File: config.mk
export PLATFORM = sky130hd
export DESIGN_NAME = nec_ir_decoder_flat
export DESIGN_NICKNAME = d
export VERILOG_FILES = /design/src/rtl/nec_ir_decoder_pkg.sv /design/src/rtl/nec_ir_decoder_if.sv /design/src/rtl/nec_ir_decoder_ir_pulse_timer.sv /design/src/rtl/nec_ir_decoder.sv /design/src/flat_wrapper.sv
export SDC_FILE = /design/constraint.sdc
export NUM_CORES = 1
export LEC_CHECK = 0
export ABC_CLOCK_PERIOD_IN_PS = 2390
export CAP_MARGIN = 30
export CORE_MARGIN = 8
export CORE_UTILIZATION = 55
export DETAILED_ROUTE_END_ITERATION = 6
export GPL_TIMING_DRIVEN = 0
export PLACE_DENSITY_LB_ADDON = 0.15
export SLEW_MARGIN = 30
export SYNTH_ARGS = -nofsm -noshare
export SYNTH_HDL_FRONTEND = slang
export SYNTH_SLANG_ARGS = --single-unit
File: constraint.sdc
create_clock -name clk -period 2.39 [get_ports clk]
set_input_delay 0.478 -clock clk [delete_from_list [all_inputs] [get_ports clk]]
set_output_delay 0.478 -clock clk [all_outputs]
set_load 0.03 [all_outputs]
File: src/rtl/nec_ir_decoder_pkg.sv
// Shared NEC timing: tick windows, timeout, bit count, FSM state encoding and frame layout.
package nec_ir_decoder_pkg;

    localparam int          NEC_BITS       = 32;
    localparam logic [11:0] WIDTH_MAX      = 12'd4095;
    localparam logic [11:0] TIMEOUT_TICKS  = 12'd1100;

    localparam logic [11:0] LEAD_MARK_MIN  = 12'd800;
    localparam logic [11:0] LEAD_MARK_MAX  = 12'd1000;
    localparam logic [11:0] LEAD_SPACE_MIN = 12'd400;
    localparam logic [11:0] LEAD_SPACE_MAX = 12'd500;
    localparam logic [11:0] RPT_SPACE_MIN  = 12'd200;
    localparam logic [11:0] RPT_SPACE_MAX  = 12'd250;
    localparam logic [11:0] BIT_MARK_MIN   = 12'd40;
    localparam logic [11:0] BIT_MARK_MAX   = 12'd70;
    localparam logic [11:0] ZERO_SPACE_MIN = 12'd40;
    localparam logic [11:0] ZERO_SPACE_MAX = 12'd70;
    localparam logic [11:0] ONE_SPACE_MIN  = 12'd140;
    localparam logic [11:0] ONE_SPACE_MAX  = 12'd200;

    typedef enum logic [2:0] {
        S_IDLE,
        S_LEAD_MARK,
        S_LEAD_SPACE,
        S_BIT_MARK,
        S_BIT_SPACE,
        S_STOP_MARK,
        S_RPT_MARK
    } nec_state_e;

    // Bits arrive LSB first, so after 32 right-shifts the first byte sits at [7:0].
    typedef struct packed {
        logic [7:0] cmd_n;
        logic [7:0] cmd;
        logic [7:0] addr_n;
        logic [7:0] addr;
    } nec_frame_t;

    function automatic logic in_win(input logic [11:0] w, input logic [11:0] lo,
                                    input logic [11:0] hi);
        return (w >= lo) && (w <= hi);
    endfunction

endpackage

File: src/rtl/nec_ir_decoder_if.sv
// Receiver pin plus decoded command bus between the decoder and the channel controller.
interface nec_ir_decoder_if;
    logic       ir_in;
    logic [7:0] ir_cmd;
    logic [7:0] ir_addr;
    logic       ir_valid;
    logic       ir_repeat;
    logic       ir_err;

    modport master (input ir_in, output ir_cmd, ir_addr, ir_valid, ir_repeat, ir_err);
    modport slave  (output ir_in, input ir_cmd, ir_addr, ir_valid, ir_repeat, ir_err);
endinterface

File: src/rtl/nec_ir_decoder_ir_pulse_timer.sv
// Synchronises the IR pin, finds mark/space edges and measures each level's width in ticks.
module ir_pulse_timer
    import nec_ir_decoder_pkg::*;
#(
    parameter int CLKS_PER_TICK = 500,
    parameter bit IR_ACTIVE_LOW = 1'b1
) (
    input  logic        clk,
    input  logic        rst_n,
    input  logic        ir_i,
    output logic        mark_start_o,
    output logic        mark_end_o,
    output logic        space_end_o,
    output logic [11:0] width_o,
    output logic        timeout_o
);

    localparam int          PW       = (CLKS_PER_TICK > 1) ? $clog2(CLKS_PER_TICK) : 1;
    localparam logic [PW-1:0] PRE_LAST = PW'(CLKS_PER_TICK - 1);
    localparam logic        IDLE_RAW = IR_ACTIVE_LOW;

    logic [1:0]    sync_q, sync_d;
    logic          mark_q, mark_d;
    logic [PW-1:0] pre_q, pre_d;
    logic [11:0]   cnt_q, cnt_d;
    logic [11:0]   width_q, width_d;
    logic          mstart_q, mstart_d;
    logic          mend_q, mend_d;
    logic          tmo_q, tmo_d;

    logic mark_now, edge_det, tick;

    always_comb begin
        // XOR with the idle level turns the raw pin into mark=1 for either polarity.
        mark_now = sync_q[1] ^ IDLE_RAW;
        edge_det = mark_now ^ mark_q;
        tick     = (pre_q == PRE_LAST);

        sync_d   = {sync_q[0], ir_i};
        mark_d   = mark_now;
        pre_d    = (edge_det || tick) ? '0 : pre_q + PW'(1);
        cnt_d    = cnt_q;
        if (edge_det)
            cnt_d = '0;
        else if (tick && (cnt_q != WIDTH_MAX))
            cnt_d = cnt_q + 12'd1;
        width_d  = edge_det ? cnt_q : width_q;
        mstart_d = edge_det & mark_now;
        mend_d   = edge_det & ~mark_now;
        // Fires once as the level crosses the limit; the saturating count never re-arms it.
        tmo_d    = !edge_det && tick && (cnt_q == TIMEOUT_TICKS - 12'd1);
    end

    always_ff @(posedge clk or negedge rst_n) begin
        if (!rst_n) begin
            sync_q   <= {2{IDLE_RAW}};
            mark_q   <= 1'b0;
            pre_q    <= '0;
            cnt_q    <= '0;
            width_q  <= '0;
            mstart_q <= 1'b0;
            mend_q   <= 1'b0;
            tmo_q    <= 1'b0;
        end else begin
            sync_q   <= sync_d;
            mark_q   <= mark_d;
            pre_q    <= pre_d;
            cnt_q    <= cnt_d;
            width_q  <= width_d;
            mstart_q <= mstart_d;
            mend_q   <= mend_d;
            tmo_q    <= tmo_d;
        end
    end

    assign mark_start_o = mstart_q;
    assign space_end_o  = mstart_q;
    assign mark_end_o   = mend_q;
    assign width_o      = width_q;
    assign timeout_o    = tmo_q;

endmodule

File: src/rtl/nec_ir_decoder.sv
// NEC IR frame decoder: validates leader, 32 data bits and stop burst; reports commands and repeats.
module nec_ir_decoder
    import nec_ir_decoder_pkg::*;
#(
    parameter int CLKS_PER_TICK = 500,
    parameter bit IR_ACTIVE_LOW = 1'b1,
    parameter bit CHECK_ADDR    = 1'b0
) (
    input  logic              clk,
    input  logic              rst_n,
    nec_ir_decoder_if.master  bus
);

    logic        mark_start, mark_end, space_end, timeout;
    logic [11:0] width;

    ir_pulse_timer #(
        .CLKS_PER_TICK (CLKS_PER_TICK),
        .IR_ACTIVE_LOW (IR_ACTIVE_LOW)
    ) u_timer (
        .clk          (clk),
        .rst_n        (rst_n),
        .ir_i         (bus.ir_in),
        .mark_start_o (mark_start),
        .mark_end_o   (mark_end),
        .space_end_o  (space_end),
        .width_o      (width),
        .timeout_o    (timeout)
    );

    nec_state_e  state_q, state_d;
    logic [31:0] sr_q, sr_d;
    logic [5:0]  bcnt_q, bcnt_d;
    logic [7:0]  cmd_q, cmd_d;
    logic [7:0]  addr_q, addr_d;
    logic        have_q, have_d;
    logic        valid_q, valid_d;
    logic        rpt_q, rpt_d;
    logic        err_q, err_d;

    nec_frame_t  frame;
    logic        frame_ok;
    logic        bit_mark_ok;

    always_comb begin
        state_d  = state_q;
        sr_d     = sr_q;
        bcnt_d   = bcnt_q;
        cmd_d    = cmd_q;
        addr_d   = addr_q;
        have_d   = have_q;
        valid_d  = 1'b0;
        rpt_d    = 1'b0;
        err_d    = 1'b0;

        frame       = nec_frame_t'(sr_q);
        frame_ok    = (frame.cmd_n == ~frame.cmd) &&
                      ((CHECK_ADDR == 1'b0) || (frame.addr_n == ~frame.addr));
        bit_mark_ok = in_win(width, BIT_MARK_MIN, BIT_MARK_MAX);

        if (timeout && (state_q != S_IDLE)) begin
            err_d   = 1'b1;
            state_d = S_IDLE;
        end else begin
            case (state_q)
                S_IDLE: begin
                    if (mark_start) state_d = S_LEAD_MARK;
                end
                S_LEAD_MARK: begin
                    if (mark_end) begin
                        if (in_win(width, LEAD_MARK_MIN, LEAD_MARK_MAX)) begin
                            state_d = S_LEAD_SPACE;
                        end else begin
                            err_d   = 1'b1;
                            state_d = S_IDLE;
                        end
                    end
                end
                S_LEAD_SPACE: begin
                    if (space_end) begin
                        if (in_win(width, LEAD_SPACE_MIN, LEAD_SPACE_MAX)) begin
                            bcnt_d  = '0;
                            state_d = S_BIT_MARK;
                        end else if (in_win(width, RPT_SPACE_MIN, RPT_SPACE_MAX)) begin
                            state_d = S_RPT_MARK;
                        end else begin
                            err_d   = 1'b1;
                            state_d = S_IDLE;
                        end
                    end
                end
                S_BIT_MARK: begin
                    if (mark_end) begin
                        if (bit_mark_ok) begin
                            state_d = S_BIT_SPACE;
                        end else begin
                            err_d   = 1'b1;
                            state_d = S_IDLE;
                        end
                    end
                end
                S_BIT_SPACE: begin
                    if (space_end) begin
                        if (in_win(width, ZERO_SPACE_MIN, ZERO_SPACE_MAX) ||
                            in_win(width, ONE_SPACE_MIN, ONE_SPACE_MAX)) begin
                            sr_d    = {in_win(width, ONE_SPACE_MIN, ONE_SPACE_MAX), sr_q[31:1]};
                            bcnt_d  = bcnt_q + 6'd1;
                            state_d = (bcnt_q == 6'(NEC_BITS - 1)) ? S_STOP_MARK : S_BIT_MARK;
                        end else begin
                            err_d   = 1'b1;
                            state_d = S_IDLE;
                        end
                    end
                end
                S_STOP_MARK: begin
                    if (mark_end) begin
                        if (bit_mark_ok && frame_ok) begin
                            cmd_d   = frame.cmd;
                            addr_d  = frame.addr;
                            valid_d = 1'b1;
                            have_d  = 1'b1;
                        end else begin
                            err_d   = 1'b1;
                        end
                        state_d = S_IDLE;
                    end
                end
                S_RPT_MARK: begin
                    if (mark_end) begin
                        // A repeat with nothing to repeat is silently dropped.
                        if (bit_mark_ok) rpt_d = have_q;
                        else             err_d = 1'b1;
                        state_d = S_IDLE;
                    end
                end
                default: state_d = S_IDLE;
            endcase
        end
    end

    always_ff @(posedge clk or negedge rst_n) begin
        if (!rst_n) begin
            state_q <= S_IDLE;
            sr_q    <= '0;
            bcnt_q  <= '0;
            cmd_q   <= '0;
            addr_q  <= '0;
            have_q  <= 1'b0;
            valid_q <= 1'b0;
            rpt_q   <= 1'b0;
            err_q   <= 1'b0;
        end else begin
            state_q <= state_d;
            sr_q    <= sr_d;
            bcnt_q  <= bcnt_d;
            cmd_q   <= cmd_d;
            addr_q  <= addr_d;
            have_q  <= have_d;
            valid_q <= valid_d;
            rpt_q   <= rpt_d;
            err_q   <= err_d;
        end
    end

    assign bus.ir_cmd    = cmd_q;
    assign bus.ir_addr   = addr_q;
    assign bus.ir_valid  = valid_q;
    assign bus.ir_repeat = rpt_q;
    assign bus.ir_err    = err_q;

endmodule
File: src/flat_wrapper.sv
// flat-port wrapper written by rule: the top's interface ports become plain ports
module nec_ir_decoder_flat import nec_ir_decoder_pkg::*;
#(
    parameter int CLKS_PER_TICK = 500,
    parameter bit IR_ACTIVE_LOW = 1'b1,
    parameter bit CHECK_ADDR    = 1'b0
)
  (clk, rst_n, bus_ir_in, bus_ir_cmd, bus_ir_addr, bus_ir_valid, bus_ir_repeat, bus_ir_err);
  nec_ir_decoder_if bus_i ();
  input  logic clk;
  input  logic rst_n;
  input wire logic [$bits(bus_i.ir_in)-1:0] bus_ir_in;
  output wire logic [$bits(bus_i.ir_cmd)-1:0] bus_ir_cmd;
  output wire logic [$bits(bus_i.ir_addr)-1:0] bus_ir_addr;
  output wire logic [$bits(bus_i.ir_valid)-1:0] bus_ir_valid;
  output wire logic [$bits(bus_i.ir_repeat)-1:0] bus_ir_repeat;
  output wire logic [$bits(bus_i.ir_err)-1:0] bus_ir_err;
  assign bus_i.ir_in = bus_ir_in;
  assign bus_ir_cmd = bus_i.ir_cmd;
  assign bus_ir_addr = bus_i.ir_addr;
  assign bus_ir_valid = bus_i.ir_valid;
  assign bus_ir_repeat = bus_i.ir_repeat;
  assign bus_ir_err = bus_i.ir_err;
  nec_ir_decoder #(.CLKS_PER_TICK(CLKS_PER_TICK), .IR_ACTIVE_LOW(IR_ACTIVE_LOW), .CHECK_ADDR(CHECK_ADDR)) u_core (.clk(clk), .rst_n(rst_n), .bus(bus_i));
endmodule
# Word level (Yosys, flattened, before mapping)

Cells that the tools add are included.

Logic and storage cells: 123
Register bits: 100
Bits of input ports: 3
Output and inout bits: 19

Reductions and logical operators: 23
$lt $le $gt $ge: 10
Mux-type cells: 43
Eq/ne operators: 21
Add/sub/neg operators: 3
Bitwise operators: 6

Operators with widths:

| cell                                                                     | count |
|---|---|
| 3-bit 2-to-1 mux                                                         | 12 |
| 12-bit by 8-bit >= comparator with 1-bit output (second input constant)  | 2 |
| 12-bit by 8-bit <= comparator with 1-bit output (second input constant)  | 2 |
| 12-bit 2-to-1 mux                                                        | 2 |
| 6-bit 2-to-1 mux                                                         | 4 |
| 1-bit 2-to-1 mux                                                         | 20 |
| 3-bit one-hot mux with 6 select lines                                    | 1 |
| 3-bit by 2-bit != test with 1-bit output (second input constant)         | 5 |
| 12-bit by 1-bit adder with 12-bit output (second input constant)         | 1 |
| 12-bit by 11-bit equality test with 1-bit output (second input constant) | 1 |
| 12-bit by 10-bit >= comparator with 1-bit output (second input constant) | 1 |
| 12-bit by 6-bit >= comparator with 1-bit output (second input constant)  | 1 |
| 12-bit by 9-bit >= comparator with 1-bit output (second input constant)  | 1 |
| 12-bit by 10-bit <= comparator with 1-bit output (second input constant) | 1 |
| 12-bit by 7-bit <= comparator with 1-bit output (second input constant)  | 1 |
| 12-bit by 9-bit <= comparator with 1-bit output (second input constant)  | 1 |
| 12-bit != test (second input constant)                                   | 1 |
| 6-bit one-hot mux with 2 select lines                                    | 1 |
| 6-bit AND reduction                                                      | 2 |
| 1-bit logical AND                                                        | 10 |
| 9-bit by 1-bit adder with 9-bit output (second input constant)           | 1 |
| 3-bit equality test (second input constant)                              | 3 |
| 9-bit equality test (second input constant)                              | 1 |
| 9-bit 2-to-1 mux                                                         | 1 |
| other kinds (21)                                                         | 30 |

# Longest topological paths before layout

Gate-level depths: netlist of the first run.

Depth after elaboration: 7
Mapped depth: 8

# Cells and area by module

From an unflattened synthesis of the first run, not the netlist that was laid out.

Cell total of the unflattened synthesis: 426
Area total of the unflattened synthesis: 4963.5 sq um

By module, submodules not included:

| module         | times used | sequential area each (sq um) | area an instance (sq um) | cells an instance |
|---|---|---|---|---|
| nec_ir_decoder | 1          | 1526.5                       | 3146.8                   | 266 |
| ir_pulse_timer | 1          | 978.4                        | 1816.7                   | 160 |

# Worst setup path before layout of the first run

Ideal clock, no wire load.

Path kind: flip-flop to flip-flop
Start: reg u_core.u_timer.width_q[10] (netlist: u_core.u_timer.width_o[10])
End: reg u_core.addr_q[0] (netlist: u_core.bus.ir_addr[0])
Setup time: 127 ps
Stages on the path, launching flop included: 7
Arrival time: 2084 ps
Path slack: 179 ps
Path buffers: 1
Clock period less this slack: 2211 ps
Path through: dfrtp_1 or4_4 nor2_2 nand2_2 nor3_4 buf_6 mux2_1

Longest elaborated chain between the ends: 4
Elaborated cells on any way between the ends: 5
Those cells by class: order compare (2); reduce/logical (3)

Ends and longest elaborated chain:

| what                                                                                                                      | RTL line                            | text |
|---|---|---|
| start: declaration                                                                                                        | nec_ir_decoder_ir_pulse_timer.sv:26 | `logic [11:0] width_q, width_d;` |
| start signal: assignment                                                                                                  | nec_ir_decoder_ir_pulse_timer.sv:69 | `width_q <= width_d;` |
| 12-bit by 6-bit >= comparator with 1-bit output / 12-bit by 7-bit <= comparator with 1-bit output (equally long branches) | nec_ir_decoder_pkg.sv:41            | `return (w >= lo) && (w <= hi);` |
| 1-bit logical AND (*)                                                                                                     | nec_ir_decoder_pkg.sv:41            |  |
| 1-bit logical AND (*)                                                                                                     | nec_ir_decoder.sv:117               | `if (bit_mark_ok && frame_ok) begin` |
| 4-bit AND reduction (no source line) (*)                                                                                  | --                                  |  |
| end signal: assignment                                                                                                    | nec_ir_decoder.sv:157               | `addr_q <= addr_d;` |
| end: declaration                                                                                                          | nec_ir_decoder.sv:35                | `logic [7:0] addr_q, addr_d;` |

Mark *: on every way between the ends. The rest lies on a longest branch, timed or not.
A chain may end at the register's enable or synchronous reset.

# Worst setup path after layout of the first run

Start: reg u_core.u_timer.width_q[3] (netlist: u_core.u_timer.width_o[3])
End: reg u_core.sr_q[23] (netlist: u_core.frame[23])

Longest elaborated chain between the ends: 4
Elaborated cells on any way between the ends: 8
Those cells by class: order compare (4); reduce/logical (4)

Ends and longest elaborated chain:

| what                                                                    | RTL line                 | text |
|---|---|---|
| 12-bit by 6-bit >= comparator with 1-bit output (tied with other cells) | nec_ir_decoder_pkg.sv:41 |  |
| 1-bit logical AND                                                       | nec_ir_decoder_pkg.sv:41 |  |
| 1-bit logical OR (*)                                                    | nec_ir_decoder.sv:104    | `if (in_win(width, ZERO_SPACE_MIN, ZERO_SPACE_MAX) \|\|` |
| 4-bit AND reduction (no source line) (*)                                | --                       |  |
| end signal: assignment                                                  | nec_ir_decoder.sv:154    | `sr_q <= sr_d;` |
| end: declaration                                                        | nec_ir_decoder.sv:32     | `logic [31:0] sr_q, sr_d;` |

Marks and branches as above.

==> impl.org, run 1 <==
** Run status
- Result of the run :: completed

** Place
- Number of port buffers :: 21
- Cell Area, Placed :: 5170 um2
- DP HPWL :: 6100 um
- Worst slack, placed :: -0.132 ns
- Counting tap cells, the placed design contains a total of 524 instances.
- GPL Wtd Cong :: 0.876

** Timing
- Worst relative slew slack :: 59.4%
- At the pin with the least slew margin, the transition time is 0.603 ns.
- For this run, the top clock speed supported by timing is 440 MHz.
- The hold violation count in the final report is 0.
- Pins over their slew limit :: 0
- Final critical delay including setup and external delays :: 2.27 ns
- Share of the clock period used by the worst path :: 95.2%
- Smallest setup slack after layout :: 0.115 ns
- Unrepaired setup endpoints after global routing :: false
- Across the routed clock network, the largest skew measured is 0.0131 ns.
- Number of setup violations in the final report :: 0

** Synth
- Count of flip-flops with a built-in enable after synthesis :: 0
- After synthesis the cells add up to 4800 um2.
- Number of instances in the synthesized netlist :: 394
- After synthesis, the netlist uses 63 different library cells.
- Post-synthesis sequential area ratio :: 52.2%
- Among all flip-flop cells after synthesis, the most frequent one is sky130_fd_sc_hd__dfrtp_1.
- For this run, the number of Yosys warnings is 0.
- Number of register bits inferred by synthesis :: 100
- A synthesized cell averages 12.2 um2.
- The number of nets in the synthesized netlist is 402.
- Counting flops with an async set or reset pin after synthesis yields a share of 100%.

** Power and ir drop
- Cell internal power was estimated by the tool at 2.18 mW.
- Net switching is 24.5% of the power.
- Cell leakage power :: 2.49 nW
- Max VDD drop :: 280 uV
- Psw :: 708 uW
- Of the total power, registers draw 59.6%.
- Power per cell area :: 538 nW/um2
- Power share of the combinational group :: 4.9%
- In this run, the clock network consumes 35.5% of the power.
- Total power for the finished layout comes to 2.89 mW.

** Clock tree
- Clock input transition at the sequential cells of the worst setup and hold paths :: 0.09 ns
- # clock sinks :: 100
- TritonCTS clock tree :: done
- The later pin in the worst-skew pair is clocked with a latency of 0.36 ns.
- # H-tree levels :: 3
- Clk buf depth :: 2
- The root buffer cell chosen for the clock tree is sky130_fd_sc_hd__clkbuf_8.
- Number of buffers created by CTS :: 9

** Critical path
- Req. time, crit path :: 2.63 ns
- In this run the worst path has a maximum fanout of 10.
- Crit path arrival time :: 2.52 ns
- Startpoint Class :: register
- Cell-by-cell trace of the critical path :: or4b_4, o21bai_4, a32oi_4, nand2b_1, buf_6, buf_6, mux2_4
- Slowest CP cell :: sky130_fd_sc_hd__or4b_4
- In this run the critical register-to-register path is captured at u_core.frame[23].
- The worst setup path is captured at a register.
- Cell seen most often among critical-path stages :: sky130_fd_sc_hd__buf_6
- Reg-to-reg setup timing slack :: 0.12 ns
- Launch point of the worst reg-to-reg path :: u_core.u_timer.width_o[3]
- Worst setup path category :: reg2reg
- For the worst flop-to-flop path, the logic depth is 7.
- Worst stage delay on the critical path :: 0.51 ns

** Min path
- Counting instances, the worst hold path has a depth of 0.
- HP Start :: u_core.u_timer.sync_q[0]
- The path class of the tightest hold or removal check is reg2reg.
- Hold Path End :: u_core.u_timer.sync_q[1]

** Cells and area
- Fill cell total of the finished layout :: 727
- Final Core Density :: 62.5%
- Fin area :: 5370 um2
- ANT cells :: 0
- Most frequent standard cell in the layout excluding fill and tap cells :: sky130_fd_sc_hd__dfrtp_1
- For this run, the post-layout net count is 434.
- Relative to the synthesized area, the layout overhead comes to 12.0%.
- Fraction of final layout cells sized beyond drive strength 1 :: 19.0%
- Final Non-Filler Cells :: 539
- In the layout the commonest cells are sky130_fd_sc_hd__dfrtp_1 (98), sky130_fd_sc_hd__nor2_1 (26), sky130_fd_sc_hd__mux2_4 (25).

** Global routing
- Overall global routing resource usage :: 15.3%
- Number of global-route vias before repair :: 3035
- Entering global routing, the biggest net connects 68 pins.
- Antenna violations before repair :: 0
- For this run the aggregate overflow at the end of global routing stands at 0.
- The first global-routing pass estimated 14600 um of wire.

** Route
- Routed wire per std cell :: 15.8 um
- Drt pass-1 iters :: 4
- Drt total wl :: 8510 um
- Routed via count :: 3131
- Via density :: 5.81
- DRC violations left :: 0
- After the first detailed-routing iteration, the DRC count stood at 140.
- Number of antenna-violating nets in the routed design :: 0

** Floorplan
- Total core area :: 8590 um2
- The floorplan step set the die width to 109 um.
- I/O pin cnt :: 22
- The initial utilization of the core area, before any placement, comes to 55.8%.
- The die covers 12000 um2.
- Cell row count :: 34
- Height of the die :: 109 um

** Run
- Max Cap Viol :: 0
cell usage after synthesis, drive strengths merged, types with 2 or more instances:
cell type,n,area share (%)
buf,7,1.3
o211ai,9,1.4
nand3,16,1.7
nor2,28,2.2
mux2,59,16
inv,11,0.86
a21o,2,0.31
xnor2,15,2.7
o311ai,2,0.37
a21boi,2,0.31
nand3b,2,0.31
nor3b,2,0.31
and4,3,0.55
and3,4,0.52
nor4b,2,0.37
nand2,14,1.1
nand4,10,1.3
or4,6,1.0
mux2i,3,0.63
o31ai,2,0.31
nand2b,4,0.52
o21a,4,0.63
clkbuf,9,0.70
a31oi,2,0.26
o21ai,15,1.6
nor3,12,1.5
dfstp,2,1.1
nor4,3,0.39
xor2,8,1.5
or3,3,0.39
o21bai,2,0.55
or2,3,0.39
o2111ai,2,0.37
ha,5,1.3
a21oi,7,0.73
or4b,2,0.50
dfrtp,98,51
sequential cells by signal, summed over array words and instances, names as in the netlist:
register / count
u_core.bus.ir_cmd: 8
u_core.u_timer.sync_q: 2
u_core.bus.ir_valid: 1
u_core.bus.ir_err: 1
u_core.u_timer.mark_q: 1
u_core.u_timer.cnt_q: 12
u_core.u_timer.pre_q: 9
u_core.state_q: 3
u_core.u_timer.width_o: 12
u_core.bcnt_q: 6
u_core.have_q: 1
u_core.u_timer.mark_start_o: 1
u_core.u_timer.timeout_o: 1
u_core.frame: 32
u_core.bus.ir_repeat: 1
u_core.bus.ir_addr: 8
u_core.u_timer.mark_end_o: 1
cell type report:
type,instances,area [um2],share of cell area [%]
clock buffers,10,138,2.56
well taps,108,135,2.52
flip-flops and latches,100,2500,46.6
clock inverters,6,51.3,0.955
multi-input cells,267,2160,40.2
repair buffers,24,256,4.77
plain buffers,13,87.6,1.63
inverters,11,41.3,0.769
stage by stage:
stage	hold slack [ns]	setup TNS [ns]
after global placement	0.345	-276.64
final	0.360	0
after detailed placement	0.347	-1.11
after floorplan	0.182	0
after CTS	0.361	0
after global routing	0.370	0
cells by family (layout without fill, tap and decap cells):
group	Yosys count	after routing	synth area share, %
AO/OA/AOI/OAI	59	59	9.10
XOR/XNOR	23	23	4.20
adder cells (fa/ha/maj)	5	5	1.30
buffers and inverters	27	64	2.90
flip-flops	100	100	52.2
multiplexers	62	62	16.4
AND/OR/NAND/NOR	118	118	13.9
how the worst max path moves through the flow:
| stage | from | endpoint | cells past startpoint |
|---|---|---|---|
| after floorplan | u_core.u_timer.width_o[10] | u_core.bus.ir_addr[0] | 6 |
| after global placement | rst_n | u_core.u_timer.cnt_q[3] | 1 |
| after detailed placement | u_core.u_timer.width_o[4] | u_core.bus.ir_addr[5] | 7 |
| after CTS | u_core.u_timer.sync_q[1] | u_core.u_timer.timeout_o | 8 |
| after global routing | u_core.u_timer.width_o[10] | u_core.bcnt_q[2] | 5 |
| final | u_core.u_timer.width_o[3] | u_core.frame[23] | 7 |
critical path, delay by kind of cell, from the launching register on:
| family | cells | cell delay (ns) |
|---|---|---|
| simple gates | 2 | 0.71 |
| flops | 1 | 0.48 |
| mux | 1 | 0.30 |
| compound gates | 2 | 0.35 |
| buf+inv | 2 | 0.32 |
what timing repair did:
action	CTS	global route
endpoints found under the setup margin	10	44
hold buffers	1	0
pin swaps	1	0
gates resized for setup	1	2
endpoints found under the hold margin	32	0
setup buffers	1	0
power by group through the flow:
stage / sequential (mW) / clock, mW / combinational, mW
2_1_floorplan: 1.75 / 0 / 0.0754
3_3_place_gp: 1.75 / 0 / 0.134
3_5_place_dp: 1.76 / 0 / 0.143
4_1_cts: 1.72 / 1.07 / 0.146
5_1_grt: 1.72 / 1.13 / 0.162
6_report: 1.72 / 1.03 / 0.142
layer usage:
layer  share of wire, %  GRT usage, %  up-vias
met5                  0             0        -
met4                1.7          6.17        0
met3                3.3          2.58       11
met2                 49          24.8       48
met1                 46          20.0     1567
li1                   -             -     1505
No activity file was read; power rests on OpenSTA's default activity.
==> run 2: changes to the inputs <==
--- a/config.mk
+++ b/config.mk
@@ -11,7 +11,7 @@
 export CORE_UTILIZATION = 55
 export DETAILED_ROUTE_END_ITERATION = 6
 export GPL_TIMING_DRIVEN = 0
-export PLACE_DENSITY_LB_ADDON = 0.15
+export PLACE_DENSITY = 0.79
 export SLEW_MARGIN = 30
 export SYNTH_ARGS = -nofsm -noshare
 export SYNTH_HDL_FRONTEND = slang
==> impl.org, run 2 (same netlist as run 1, synthesis figures left out) <==
** Cells and area
- After filler insertion, the fill cell instance count of the layout stands at 672.
- ANT cells :: 0
- From synthesis to final layout, the design area changed by 11.9%.
- In the final layout, the multi-input gates occupy 2170 um2.
- For this run, the share of the core covered by cells in the final layout is 62.5%.
- The library cell used most frequently in the layout, excluding fill and tap cells, is sky130_fd_sc_hd__dfrtp_1.
- Registers take 2500 um2.
- Final Non-Filler Cells :: 539
- The final layout contains 434 nets.
- The post-route netlist has 19.5% of its cells at a drive strength greater than 1.
- Summing all non-filler instances in the final layout gives an area of 5370 um2.
- The register with the most flip-flops in the layout has 32 of them.
- Commonest non-fill, non-tap cells in the layout :: sky130_fd_sc_hd__dfrtp_1 (98), sky130_fd_sc_hd__nor2_1 (26), sky130_fd_sc_hd__mux2_4 (25)

** Power and ir drop
- Cell leakage power :: 2.48 nW
- Power per cell area :: 530 nW/um2
- Total power for the finished layout comes to 2.85 mW.
- Across the VDD grid, the largest voltage drop is 341 uV.

** Timing
- Setup repair after global routing left no endpoint under its margin.
- Worst relative slew slack :: 66.2%
- Max Clk Rate :: 438 MHz
- Setup violations remaining at the end of the flow were counted as 0.
- Hold_ws :: 0.0181 ns
- Post-route clock skew :: 0.0140 ns
- Final count of hold timing violations :: 0
- The clock period could shrink to 2.28 ns.
- In the finished design, the share of the clock period the worst path needs comes to 95.5%.
- At the pin with the least slew margin, the transition time is 0.506 ns.
- Pins over their slew limit :: 0

** Route
- Drt total wl :: 8700 um
- Detailed Route Iter0 Violations :: 120
- For this run, design rule violations remaining after detail routing come to 0.
- Routed via count :: 3156
- Number of antenna-violating nets in the routed design :: 0
- Dividing the detail-routed via count by the number of cells gives 5.86.
- Dividing the detail-routed wire length by the instance count gives 16.1 um.
- Drt pass-1 iters :: 4

** Floorplan
- Measured along the x axis, the die boundary spans 109 um.
- The floorplan step defined a die boundary enclosing 12000 um2.
- I/O pin cnt :: 22
- Initial Util :: 55.8%
- The die is 109 um tall.
- The core region is 8590 um2.
- Cell row count :: 34

** Critical path
- STA classifies the critical path startpoint as a register.
- Reg-to-reg setup timing slack :: 0.11 ns
- Walking the worst path, the cells encountered are o311ai_1, o21bai_4, a32oi_4, nand2b_1, buf_6, buf_6, mux2_4.
- STA classifies the critical path endpoint as a register.
- Along the worst path, the maximum fanout reaches 10.
- On the worst path, the slowest cell contributes a delay of 0.48 ns.
- The critical path is of the reg2reg type.
- In this run the critical register-to-register path is captured at u_core.frame[14].
- Req. time, crit path :: 2.64 ns
- Counting stages on the worst path, the most repeated cell is sky130_fd_sc_hd__buf_6.
- Grouping stages by cell kind, the critical path spends the most delay in compound AO/OA/AOI/OAI gates.
- Data arrives at the worst endpoint at 2.53 ns.
- The startpoint identified for the worst register-to-register timing path is u_core.u_timer.width_o[4].
- Combined buffer and inverter count along the critical path :: 2
- For the worst flop-to-flop path, the logic depth is 7.
- For this design, the slowest cell found on the critical path is sky130_fd_sc_hd__dfrtp_1.

** Clock tree
- TritonCTS created 9 clock buffers.
- Clk Tree Root Cell :: sky130_fd_sc_hd__clkbuf_8
- TritonCTS clock tree :: done
- For the worst-skew pair, the clock arrives at the later sink with an insertion delay of 0.36 ns.
- # H-tree levels :: 3
- The longest clock path from root to sink contains 2 buffers.
- Post-cts hold buffer count :: 0
- After clock tree synthesis, the clock-pin slew on the worst setup and hold paths is 0.10 ns.
- CTS saw 100 sinks.

** Place
- Counting tap cells, the placed design contains a total of 524 instances.
- GPL Wtd Cong :: 0.912
- Number of port buffers :: 21
- Summed over all nets, the half-perimeter wirelength after detailed placement is 6080 um.
- Cell Area, Placed :: 5170 um2

** Global routing
- Global routing consumed, over all layers together, 15.7% of the routing resources.
- Remaining Overflow, GRT :: 0
- First-pass GRT wire length :: 15100 um
- Entering global routing, the biggest net connects 56 pins.
- The via count of the first global-routing pass was 3148.
- Antenna violations before repair :: 0

** Run status
- Result of the run :: completed

** Run
- Max Cap Viol :: 0

** Min path
- HP Class :: in2async
==> run 2: cell count changes in the layout (fill, tap and decap cells not counted), sizes merged <==
| cell | delta |
|---|---|
| clkbuf | -1 |
| dlygate4sd3 | -1 |
| clkinvlp | +2 |
| buf | +1 |
| clkinv | -1 |
==> run 2: final cells by class <==
class                   count  area share, %
inverters                  11          0.769
well taps                 108           2.52
multi-input cells         267           40.4
flip-flops and latches    100           46.6
repair buffers             24           4.73
plain buffers              13           1.61
clock buffers               9           2.31
clock inverters             7           1.03
==> run 2: metal layers <==
| metal | up-vias | GRT usage, % | share of wire, % | routed length (um) |
|---|---|---|---|---|
| met4 | 0 | 5.88 | 1.6 | 139 |
| met2 | 50 | 26.5 | 49 | 4230 |
| met1 | 1581 | 19.3 | 46 | 4000 |
| met5 | - | 0 | 0 | 0 |
| li1 | 1511 | - | - | - |
| met3 | 14 | 3.52 | 3.8 | 334 |
==> run 2: metrics by stage <==
step                      setup TNS (ns)  worst slack, ns
after floorplan                        0            0.179
after global placement           -268.75            -2.71
after detailed placement           -1.02           -0.117
after CTS                              0           0.0113
after global routing                   0          0.00347
final                                  0            0.107
==> run 2: worst max-delay path by stage <==
stage / cells past startpoint / start / to
final: 7 / u_core.u_timer.width_o[4] / u_core.frame[14]
after detailed placement: 7 / u_core.u_timer.width_o[4] / u_core.bus.ir_addr[2]
after global routing: 7 / u_core.u_timer.sync_q[1] / u_core.u_timer.timeout_o
after floorplan: 6 / u_core.u_timer.width_o[10] / u_core.bus.ir_addr[0]
after CTS: 8 / u_core.u_timer.width_o[4] / u_core.frame[28]
after global placement: 1 / rst_n / u_core.bcnt_q[4]
==> run 2: power breakdown <==
group | switching (mW) | total [mW] | internal, mW
Combinational | 0.0940 | 0.140 | 0.0463
Sequential | 0.0140 | 1.72 | 1.71
Clock | 0.592 | 0.983 | 0.391
==> run 2: repair_timing <==
| action | 4_1_cts | 5_1_grt |
|---|---|---|
| setup buffers | 2 | 0 |
| pin swaps | 1 | 1 |
| setup endpoints to repair | 10 | 41 |
| resized for setup | 0 | 4 |
